<file path="config.mk">
export PLATFORM = sky130hd
export DESIGN_NAME = pipeline_hazard_controller_flat
export DESIGN_NICKNAME = d
export VERILOG_FILES = /design/src/rtl/hazard_pkg.sv /design/src/rtl/pipeline_hazard_controller_if.sv /design/src/rtl/pipeline_hazard_controller_sat_counter.sv /design/src/rtl/pipeline_hazard_controller.sv /design/src/flat_wrapper.sv
export SDC_FILE = /design/constraint.sdc
export NUM_CORES = 1
export LEC_CHECK = 0
export ABC_AREA = 1
export ABC_CLOCK_PERIOD_IN_PS = 4000
export BUFFER_PORTS_ARGS = -buffer_cell sky130_fd_sc_hd__buf_2
export CORE_MARGIN = 5
export CORE_UTILIZATION = 57
export DETAILED_ROUTE_END_ITERATION = 12
export PLACE_DENSITY = 0.82
export RECOVER_POWER = 50
export SETUP_SLACK_MARGIN = 0.2
export SLEW_MARGIN = 20
export SYNTH_ARGS = -nofsm -noshare
export SYNTH_HDL_FRONTEND = slang
export SYNTH_SLANG_ARGS = --single-unit
</file>
<file path="constraint.sdc">
create_clock -name clk -period 4 [get_ports clk]
set_clock_uncertainty 0.05 [all_clocks]
set_input_delay 0.2 -clock clk [delete_from_list [all_inputs] [get_ports clk]]
set_output_delay 0.2 -clock clk [all_outputs]
set_load 0.02 [all_outputs]
</file>
<file path="src/rtl/hazard_pkg.sv">
// Shared types, defaults and hazard-decode helper for the pipeline hazard controller.
package hazard_pkg;

  typedef enum logic {
    RUN      = 1'b0,
    MDU_WAIT = 1'b1
  } state_t;

  localparam int unsigned MDU_TIMEOUT_DEF = 64;
  localparam int unsigned CNT_W_DEF       = 16;
  localparam int unsigned REG_W           = 5;

  // Load-use: EX holds a load to a non-zero register that the ID instruction actually reads.
  function automatic logic load_use(
    input logic             memread,
    input logic [REG_W-1:0] rd,
    input logic [REG_W-1:0] rs1,
    input logic             use1,
    input logic [REG_W-1:0] rs2,
    input logic             use2
  );
    return memread && (rd != '0) && ((use1 && (rs1 == rd)) || (use2 && (rs2 == rd)));
  endfunction

endpackage

</file>
<file path="src/rtl/pipeline_hazard_controller_if.sv">
// Hazard-control bundle between the pipeline datapath (master) and the controller (slave).
interface pipeline_hazard_controller_if
  import hazard_pkg::*;
#(
  parameter int unsigned CNT_W = CNT_W_DEF
);

  logic [REG_W-1:0] rs1_id;
  logic [REG_W-1:0] rs2_id;
  logic             uses_rs1_id;
  logic             uses_rs2_id;
  logic             idex_memread;
  logic [REG_W-1:0] idex_rd;
  logic             branch_taken_ex;
  logic             mdu_req_ex;
  logic             mdu_done;

  logic             pc_write_en;
  logic             ifid_write_en;
  logic             idex_write_en;
  logic             ifid_flush;
  logic             idex_flush;
  logic             exmem_bubble;
  logic             mdu_start;
  logic             mdu_timeout_err;
  logic [CNT_W-1:0] stall_count;
  logic [CNT_W-1:0] flush_count;

  modport master (
    output rs1_id, rs2_id, uses_rs1_id, uses_rs2_id, idex_memread, idex_rd,
           branch_taken_ex, mdu_req_ex, mdu_done,
    input  pc_write_en, ifid_write_en, idex_write_en, ifid_flush, idex_flush,
           exmem_bubble, mdu_start, mdu_timeout_err, stall_count, flush_count
  );

  modport slave (
    input  rs1_id, rs2_id, uses_rs1_id, uses_rs2_id, idex_memread, idex_rd,
           branch_taken_ex, mdu_req_ex, mdu_done,
    output pc_write_en, ifid_write_en, idex_write_en, ifid_flush, idex_flush,
           exmem_bubble, mdu_start, mdu_timeout_err, stall_count, flush_count
  );

endinterface

</file>
<file path="src/rtl/pipeline_hazard_controller_sat_counter.sv">
// Saturating up-counter used for the stall and flush performance counters.
module sat_counter #(
  parameter int unsigned CNT_W = 16
) (
  input  logic             clk,
  input  logic             rst,
  input  logic             inc,
  output logic [CNT_W-1:0] count
);

  // Count up on inc, hold at all-ones instead of wrapping.
  always_ff @(posedge clk) begin
    if (rst) begin
      count <= '0;
    end else if (inc && (count != '1)) begin
      count <= count + CNT_W'(1);
    end
  end

endmodule

</file>
<file path="src/rtl/pipeline_hazard_controller.sv">
// Pipeline hazard controller: load-use stalls, branch flushes, multi-cycle MDU waits with timeout.
module pipeline_hazard_controller
  import hazard_pkg::*;
#(
  parameter int unsigned MDU_TIMEOUT = MDU_TIMEOUT_DEF,
  parameter int unsigned CNT_W       = CNT_W_DEF
) (
  input logic                         clk,
  input logic                         rst,
  pipeline_hazard_controller_if.slave hif
);

  localparam int unsigned WAIT_W = (MDU_TIMEOUT > 1) ? $clog2(MDU_TIMEOUT) : 1;

  state_t           state;
  logic [WAIT_W-1:0] wait_cnt;
  logic             err_q;
  logic             lu;

  logic             pc_we;
  logic             ifid_we;
  logic             idex_we;
  logic             ifid_fl;
  logic             idex_fl;
  logic             bubble;
  logic             start;

  logic [CNT_W-1:0] stall_q;
  logic [CNT_W-1:0] flush_q;

  assign lu = load_use(hif.idex_memread, hif.idex_rd, hif.rs1_id, hif.uses_rs1_id,
                       hif.rs2_id, hif.uses_rs2_id);

  // Pipeline controls decoded in the same cycle from state and hazard inputs; reset forces defaults.
  always_comb begin
    pc_we   = 1'b1;
    ifid_we = 1'b1;
    idex_we = 1'b1;
    ifid_fl = 1'b0;
    idex_fl = 1'b0;
    bubble  = 1'b0;
    start   = 1'b0;
    if (!rst) begin
      case (state)
        RUN: begin
          if (hif.branch_taken_ex) begin
            ifid_fl = 1'b1;
            idex_fl = 1'b1;
          end else if (hif.mdu_req_ex) begin
            start = 1'b1;
          end else if (lu) begin
            pc_we   = 1'b0;
            ifid_we = 1'b0;
            idex_fl = 1'b1;
          end
        end
        MDU_WAIT: begin
          // The done cycle already releases the pipeline so the MDU result advances.
          if (!hif.mdu_done) begin
            pc_we   = 1'b0;
            ifid_we = 1'b0;
            idex_we = 1'b0;
            bubble  = 1'b1;
          end
        end
      endcase
    end
  end

  // FSM, wait-cycle counter and sticky timeout flag.
  always_ff @(posedge clk) begin
    if (rst) begin
      state    <= RUN;
      wait_cnt <= '0;
      err_q    <= 1'b0;
    end else begin
      case (state)
        RUN: begin
          if (!hif.branch_taken_ex && hif.mdu_req_ex) begin
            state    <= MDU_WAIT;
            wait_cnt <= '0;
          end
        end
        MDU_WAIT: begin
          if (hif.mdu_done) begin
            state    <= RUN;
            wait_cnt <= '0;
          end else if (wait_cnt == WAIT_W'(MDU_TIMEOUT - 1)) begin
            err_q    <= 1'b1;
            state    <= RUN;
            wait_cnt <= '0;
          end else begin
            wait_cnt <= wait_cnt + WAIT_W'(1);
          end
        end
      endcase
    end
  end

  sat_counter #(.CNT_W(CNT_W)) u_stall_cnt (
    .clk   (clk),
    .rst   (rst),
    .inc   (!pc_we),
    .count (stall_q)
  );

  sat_counter #(.CNT_W(CNT_W)) u_flush_cnt (
    .clk   (clk),
    .rst   (rst),
    .inc   (ifid_fl),
    .count (flush_q)
  );

  assign hif.pc_write_en     = pc_we;
  assign hif.ifid_write_en   = ifid_we;
  assign hif.idex_write_en   = idex_we;
  assign hif.ifid_flush      = ifid_fl;
  assign hif.idex_flush      = idex_fl;
  assign hif.exmem_bubble    = bubble;
  assign hif.mdu_start       = start;
  assign hif.mdu_timeout_err = err_q;
  assign hif.stall_count     = stall_q;
  assign hif.flush_count     = flush_q;

endmodule
</file>
<file path="src/flat_wrapper.sv">
// flat-port wrapper written by rule: the top's interface ports become plain ports
module pipeline_hazard_controller_flat import hazard_pkg::*;
#(
  parameter int unsigned MDU_TIMEOUT = MDU_TIMEOUT_DEF,
  parameter int unsigned CNT_W       = CNT_W_DEF
)
  (clk, rst, hif_rs1_id, hif_rs2_id, hif_uses_rs1_id, hif_uses_rs2_id, hif_idex_memread, hif_idex_rd, hif_branch_taken_ex, hif_mdu_req_ex, hif_mdu_done, hif_pc_write_en, hif_ifid_write_en, hif_idex_write_en, hif_ifid_flush, hif_idex_flush, hif_exmem_bubble, hif_mdu_start, hif_mdu_timeout_err, hif_stall_count, hif_flush_count);
  pipeline_hazard_controller_if #(.CNT_W(CNT_W)) hif_i ();
  input logic clk;
  input logic rst;
  input wire logic [$bits(hif_i.rs1_id)-1:0] hif_rs1_id;
  input wire logic [$bits(hif_i.rs2_id)-1:0] hif_rs2_id;
  input wire logic [$bits(hif_i.uses_rs1_id)-1:0] hif_uses_rs1_id;
  input wire logic [$bits(hif_i.uses_rs2_id)-1:0] hif_uses_rs2_id;
  input wire logic [$bits(hif_i.idex_memread)-1:0] hif_idex_memread;
  input wire logic [$bits(hif_i.idex_rd)-1:0] hif_idex_rd;
  input wire logic [$bits(hif_i.branch_taken_ex)-1:0] hif_branch_taken_ex;
  input wire logic [$bits(hif_i.mdu_req_ex)-1:0] hif_mdu_req_ex;
  input wire logic [$bits(hif_i.mdu_done)-1:0] hif_mdu_done;
  output wire logic [$bits(hif_i.pc_write_en)-1:0] hif_pc_write_en;
  output wire logic [$bits(hif_i.ifid_write_en)-1:0] hif_ifid_write_en;
  output wire logic [$bits(hif_i.idex_write_en)-1:0] hif_idex_write_en;
  output wire logic [$bits(hif_i.ifid_flush)-1:0] hif_ifid_flush;
  output wire logic [$bits(hif_i.idex_flush)-1:0] hif_idex_flush;
  output wire logic [$bits(hif_i.exmem_bubble)-1:0] hif_exmem_bubble;
  output wire logic [$bits(hif_i.mdu_start)-1:0] hif_mdu_start;
  output wire logic [$bits(hif_i.mdu_timeout_err)-1:0] hif_mdu_timeout_err;
  output wire logic [$bits(hif_i.stall_count)-1:0] hif_stall_count;
  output wire logic [$bits(hif_i.flush_count)-1:0] hif_flush_count;
  assign hif_i.rs1_id = hif_rs1_id;
  assign hif_i.rs2_id = hif_rs2_id;
  assign hif_i.uses_rs1_id = hif_uses_rs1_id;
  assign hif_i.uses_rs2_id = hif_uses_rs2_id;
  assign hif_i.idex_memread = hif_idex_memread;
  assign hif_i.idex_rd = hif_idex_rd;
  assign hif_i.branch_taken_ex = hif_branch_taken_ex;
  assign hif_i.mdu_req_ex = hif_mdu_req_ex;
  assign hif_i.mdu_done = hif_mdu_done;
  assign hif_pc_write_en = hif_i.pc_write_en;
  assign hif_ifid_write_en = hif_i.ifid_write_en;
  assign hif_idex_write_en = hif_i.idex_write_en;
  assign hif_ifid_flush = hif_i.ifid_flush;
  assign hif_idex_flush = hif_i.idex_flush;
  assign hif_exmem_bubble = hif_i.exmem_bubble;
  assign hif_mdu_start = hif_i.mdu_start;
  assign hif_mdu_timeout_err = hif_i.mdu_timeout_err;
  assign hif_stall_count = hif_i.stall_count;
  assign hif_flush_count = hif_i.flush_count;
  pipeline_hazard_controller #(.MDU_TIMEOUT(MDU_TIMEOUT), .CNT_W(CNT_W)) u_core (.clk(clk), .rst(rst), .hif(hif_i));
endmodule
</file>
# --- Word level (Yosys, flattened, before mapping) ---
# Cells that the tools add are included.
totals:
  ff_bits: 40
  inputBits: 23
  memories: 0
  romBits: 0
  output_inout_bits: 40
  mem_bits_rw: 0
  latchBits: 0
  word_cells: 59
classes:
  multipliers: 0
  eq_ne: 6
  n_reduce_logical: 12
  shifts: 0
  order_cmp: 0
  div_mod_pow: 0
  n_mux: 31
  n_addsub: 3
  n_bitwise: 2
ops:
  columns: ["op", "count"]
  rows:
  - ["$add 16x1->16 const B", 2]
  - ["$ne 16x16->1 const B", 2]
  - ["$mux 1", 25]
  - ["$mux 6", 3]
  - ["$pmux 6 s2", 1]
  - ["$eq 5x5->1", 2]
  - ["$logic_and 1x1->1", 7]
  - ["$add 6x1->6 const B", 1]
  - ["$eq 6x6->1 const B", 1]
  - ["$reduce_bool 5->1", 1]
  - ["$pmux 1 s2", 2]
  - ["$reduce_and 3->1", 1]
  - ["$logic_not 1->1", 2]
  - ["$ne 2x1->1 const B", 1]
  - ["$not 1->1", 2]
  - ["$logic_or 1x1->1", 1]

# --- Depth between registers and ports, before layout ---
logic_depth:
  ltp_word: 11
  depth_mapped: 12
  depth_no_buf: 11

# --- Modules after synthesis ---
# A second synthesis with hierarchy kept.
hier_totals:
  cells_unflattened: 418
  hier_area_um2: 2537.4
by_module_without_submodules:
  columns: ["mod", "n_inst", "area_per_inst_um2", "cells_per_inst", "seq_area_each_um2"]
  rows:
  - ["sat_counter", 2, 929.6, 149, 320.3]
  - ["pipeline_hazard_controller", 1, 678.2, 120, 160.2]

# --- Worst setup path before layout ---
# No wires, ideal clock.
synth_path:
  kind: "register -> output"
  startpoint: "reg u_core.state"
  endpoint: "out hif_pc_write_en"
  slack_ps: 2030
  stages_incl_launch_ff: 8
  required_ps: 3750
  t_arrival_ps: 1720
  n_path_buf: 2
  cell_sequence: "dfxtp_1 nand2_1 nor2_1 inv_1 nand2_2 buf_2 inv_1 buf_4"
synth_between:
  elab_chain_len: 3
synth_rtl:
  columns: ["item", "line", "source"]
  rows:
  - ["start: declaration", "pipeline_hazard_controller.sv:15", "state_t state;"]
  - ["start signal: assignment", "pipeline_hazard_controller.sv:73", "state <= RUN;"]
  - ["start signal: assignment", "pipeline_hazard_controller.sv:80", "state <= MDU_WAIT;"]
  - ["start signal: assignment", "pipeline_hazard_controller.sv:86", "state <= RUN;"]
  - ["$not 1->1", null, null]
  - ["$pmux 1 s2 (*)", null, null]
  - ["$mux 1 (*)", null, null]
  - ["end: declaration", "flat_wrapper.sv:20", "output wire logic [$bits(hif_i.pc_write_en)-1:0] hif_pc_write_en;"]
# Every way passes the cells marked *; elsewhere a longest branch is shown, timed or not.

# --- Worst setup path in the final report ---
layout_path:
  startpoint: "reg u_core.u_stall_cnt.count[0]"
  endpoint: "reg u_core.u_stall_cnt.count[2]"
layout_between:
  elab_chain_len: 2
  elab_cells_between_ends: 3
  classes_between: "add/sub (1); eq/ne (1); reduce/logical (1)"
layout_rtl:
  columns: ["item", "line", "source"]
  rows:
  - ["start: declaration", "pipeline_hazard_controller_sat_counter.sv:8", "output logic [CNT_W-1:0] count"]
  - ["start signal: assignment", "pipeline_hazard_controller_sat_counter.sv:16", "count <= count + CNT_W'(1);"]
  - ["branches (longest 2 deep; another with $add 16x1->16)", null, null]
# Parallel ways; which one is timed is not known.
# A chain may end at the register's enable or synchronous reset.

==> impl_metrics.yaml <==
drt:
  firstDrtPassIters: 4
  viasPerCell: 5.18
  route.vias.total: 2544
  antenna_left: 0
  drcViolationCount: 0
  drtIter0Drc: 122
  wl_um: 6010
  wl_per_cell_um: 12.2
power_and_ir_drop:
  sequentialPowerShare_pct: 50.8
  p_clk_share_pct: 40.6
  total_leakage_power_nw: 1.13
  sw_frac_of_total_pct: 23.6
  switching_power_uw: 188
  max-vdd-ir-drop_v: 0.000219
  comb_power_share_pct: 8.5
  p_int_uw: 608
  power_density_nw_per_um2: 280
final_layout:
  drive_gt1_share_pct: 11.1
  finish.utilization_pct: 69.5
  fin_area_um2: 2840
  final_nets: 466
  syn_to_final_growth_pct: 15.9
  antenna_cells: 0
  stdcell_count: 491
floorplan:
  dieArea_um2: 5710
  die_y_um: 75.5
  fp.coreArea_um2: 4090
  row_count: 23
  start_util_pct: 59.9
  ios: 63
  die-width_um: 75.5
global_routing:
  antenna_found_initial: 0
  grt_usage_pct: 22.9
  overflow: 0
  grt_max_degree: 30
  grt_pass1_wl_um: 10300
  first_global_vias: 2377
synth:
  synth_seq_cells: 40
  yosysUniqueCellTypes: 34
  syn_area_per_cell_um2: 6.44
  syn_nets: 406
  synthesis.area_um2: 2450
  ys_seq_area_share_pct: 32.7
  synth_cells: 380
  yosysWarnings: 0
timing:
  fin_crit_sh_pct: 52.1
  finalSetupViolCount: 0
  final.setup.tns_ns: 0
  rsz0062_at_grt: "no"
  slew_viol_final: 0
  min_period_ns: 2.08
  worst_pin_slew_ns: 0.546
  hold_slack_ns: 0.211
  slew_headroom_pct: 63.3
  fmax_mhz: 480
  hold_violations: 0
critical_path:
  cp.arrival_ns: 2.25
  crit_fanout: 18
  crit_type: "reg2reg"
  start_kind: "flop"
  end_kind: "flop"
  cp.required_ns: 4.16
status:
  status: "complete, no violations"
placement:
  placed_area_um2: 2770
  dp.cells: 483
  place_congestion: 0.941
  port-buffer-count: 62
  dp.final_hpwl_um: 4630
clock_tree:
  postCtsSetupRepairBufs: 0
  cts_root_buffer: "clkbuf_8"
  cts_hold_buf: 0
  clkSinkCount: 40
  h-tree-depth: 2
  cts.clk_slew.worst_paths_ns: 0.08
  cts_tree: "done"
  cts.path.max_buffers: 2
  cts_buffers: 5
  insertion_delay_ns: 0.29
  cts_resized: 0
hold_path:
  hold_class: "in2reg"
flow_run:
  maxCapViolations: 0
power by group through the flow:
stage / Sequential (mW) / Clock (mW) / Combinational [mW]
floorplan: 0.415 / 0 / 0.0421
global placement: 0.414 / 0 / 0.0674
detailed placement: 0.414 / 0 / 0.0684
CTS: 0.404 / 0.333 / 0.0686
global route: 0.405 / 0.347 / 0.0775
finish: 0.404 / 0.323 / 0.0678
layout make-up:
| type | instances | area [um2] |
|---|---|---|
| clock buffer | 5 | 68.8 |
| inverter | 50 | 188 |
| fill | 389 | 1250 |
| sequential | 40 | 801 |
| multi-input combinational | 281 | 1410 |
| timing repair buffer | 62 | 264 |
| clock inverter | 3 | 42.5 |
| tap | 50 | 62.6 |
state kept, by name, summed over array words and instances (netlist names):
register / count
u_core.state: 1
u_core.u_stall_cnt.count: 16
u_core.wait_cnt: 6
u_core.hif.mdu_timeout_err: 1
u_core.u_flush_cnt.count: 16
per-stage QoR:
stage	setup WS (ns)	total power, mW
2_1_floorplan	2.03	0.458
3_3_place_gp	1.94	0.481
3_5_place_dp	1.93	0.482
4_1_cts	1.90	0.806
5_1_grt	1.63	0.829
6_report	1.92	0.796
cells in the mapped netlist (all sizes together):
library cell,n,share of area (%)
nand2,103,16
inv,50,7.7
nor2,44,7.1
dfxtp,40,33
nand3,36,7.4
a21oi,30,6.6
nor3,16,3.9
xor2,15,5.4
o21ai,11,2.2
clkbuf,5,0.77
buf,4,1.2
nand4,4,1.6
xnor2,4,1.4
ha,3,1.5
nor3b,3,0.92
a31oi,2,0.51
and2,2,0.51
and3,2,0.51
a211oi,1,0.31
a22o,1,0.36
nand3b,1,0.31
nor4,1,0.26
o21bai,1,0.31
or2,1,0.26
worst max-delay path: stages, from the launching register on:
cell     delay, ns
dfxtp_1       0.42
ha_1          0.24
nand2_1       0.12
nor3_4        0.25
nand2_2       0.09
nor2_4        0.11
nand4_4       0.25
nand2_4       0.26
nand2_1       0.08
a21oi_1       0.14
layout by cell type (no fill, tap or decap), types with 2 or more instances in the layout:
cell	n
nand3_1	36
nor2_1	43
clkbuf_8	5
xor2_1	15
xnor2_1	4
a21oi_1	27
buf_2	25
nor3_1	14
ha_1	3
o21ai_0	11
and2_1	2
a21oi_2	3
nor3b_1	3
and3_1	2
nand4_1	3
dfxtp_1	40
nand2_1	100
inv_1	44
a31oi_1	2
nand2_2	2
inv_2	6
clkbuf_1	37
final timing paths:
path	slack, ns	endpoint	from	cells past startpoint
setup / recovery	1.92	u_core.u_stall_cnt.count[2]	u_core.u_stall_cnt.count[0]	9
hold reg to reg	0.44	u_core.wait_cnt[1]	u_core.wait_cnt[1]	2
setup reg to reg	1.92	u_core.u_stall_cnt.count[2]	u_core.u_stall_cnt.count[0]	9
hold / removal	0.21	u_core.state	hif_branch_taken_ex	4
per-layer routing:
metal | routed length (um) | vias to the layer above | global-route usage (%) | share of wire [%]
met5 | 0 | - | 0 | 0
met1 | 2770 | 1129 | 31.0 | 46
met3 | 358 | 8 | 3.17 | 6.0
li1 | - | 1338 | - | -
met2 | 2790 | 69 | 36.7 | 46
met4 | 80 | 0 | 9.32 | 1.3
cells by family (layout without fill, tap and decap cells):
group | count (synthesis) | count (layout) | synth area share [%]
AND/OR/NAND/NOR | 213 | 213 | 39.0
buffers and inverters | 59 | 120 | 9.61
AO/OA/AOI/OAI | 46 | 46 | 10.3
flip-flops | 40 | 40 | 32.7
XOR/XNOR | 19 | 19 | 6.80
adder cells (fa/ha/maj) | 3 | 3 | 1.53
No activity file was read; power rests on OpenSTA's default activity.
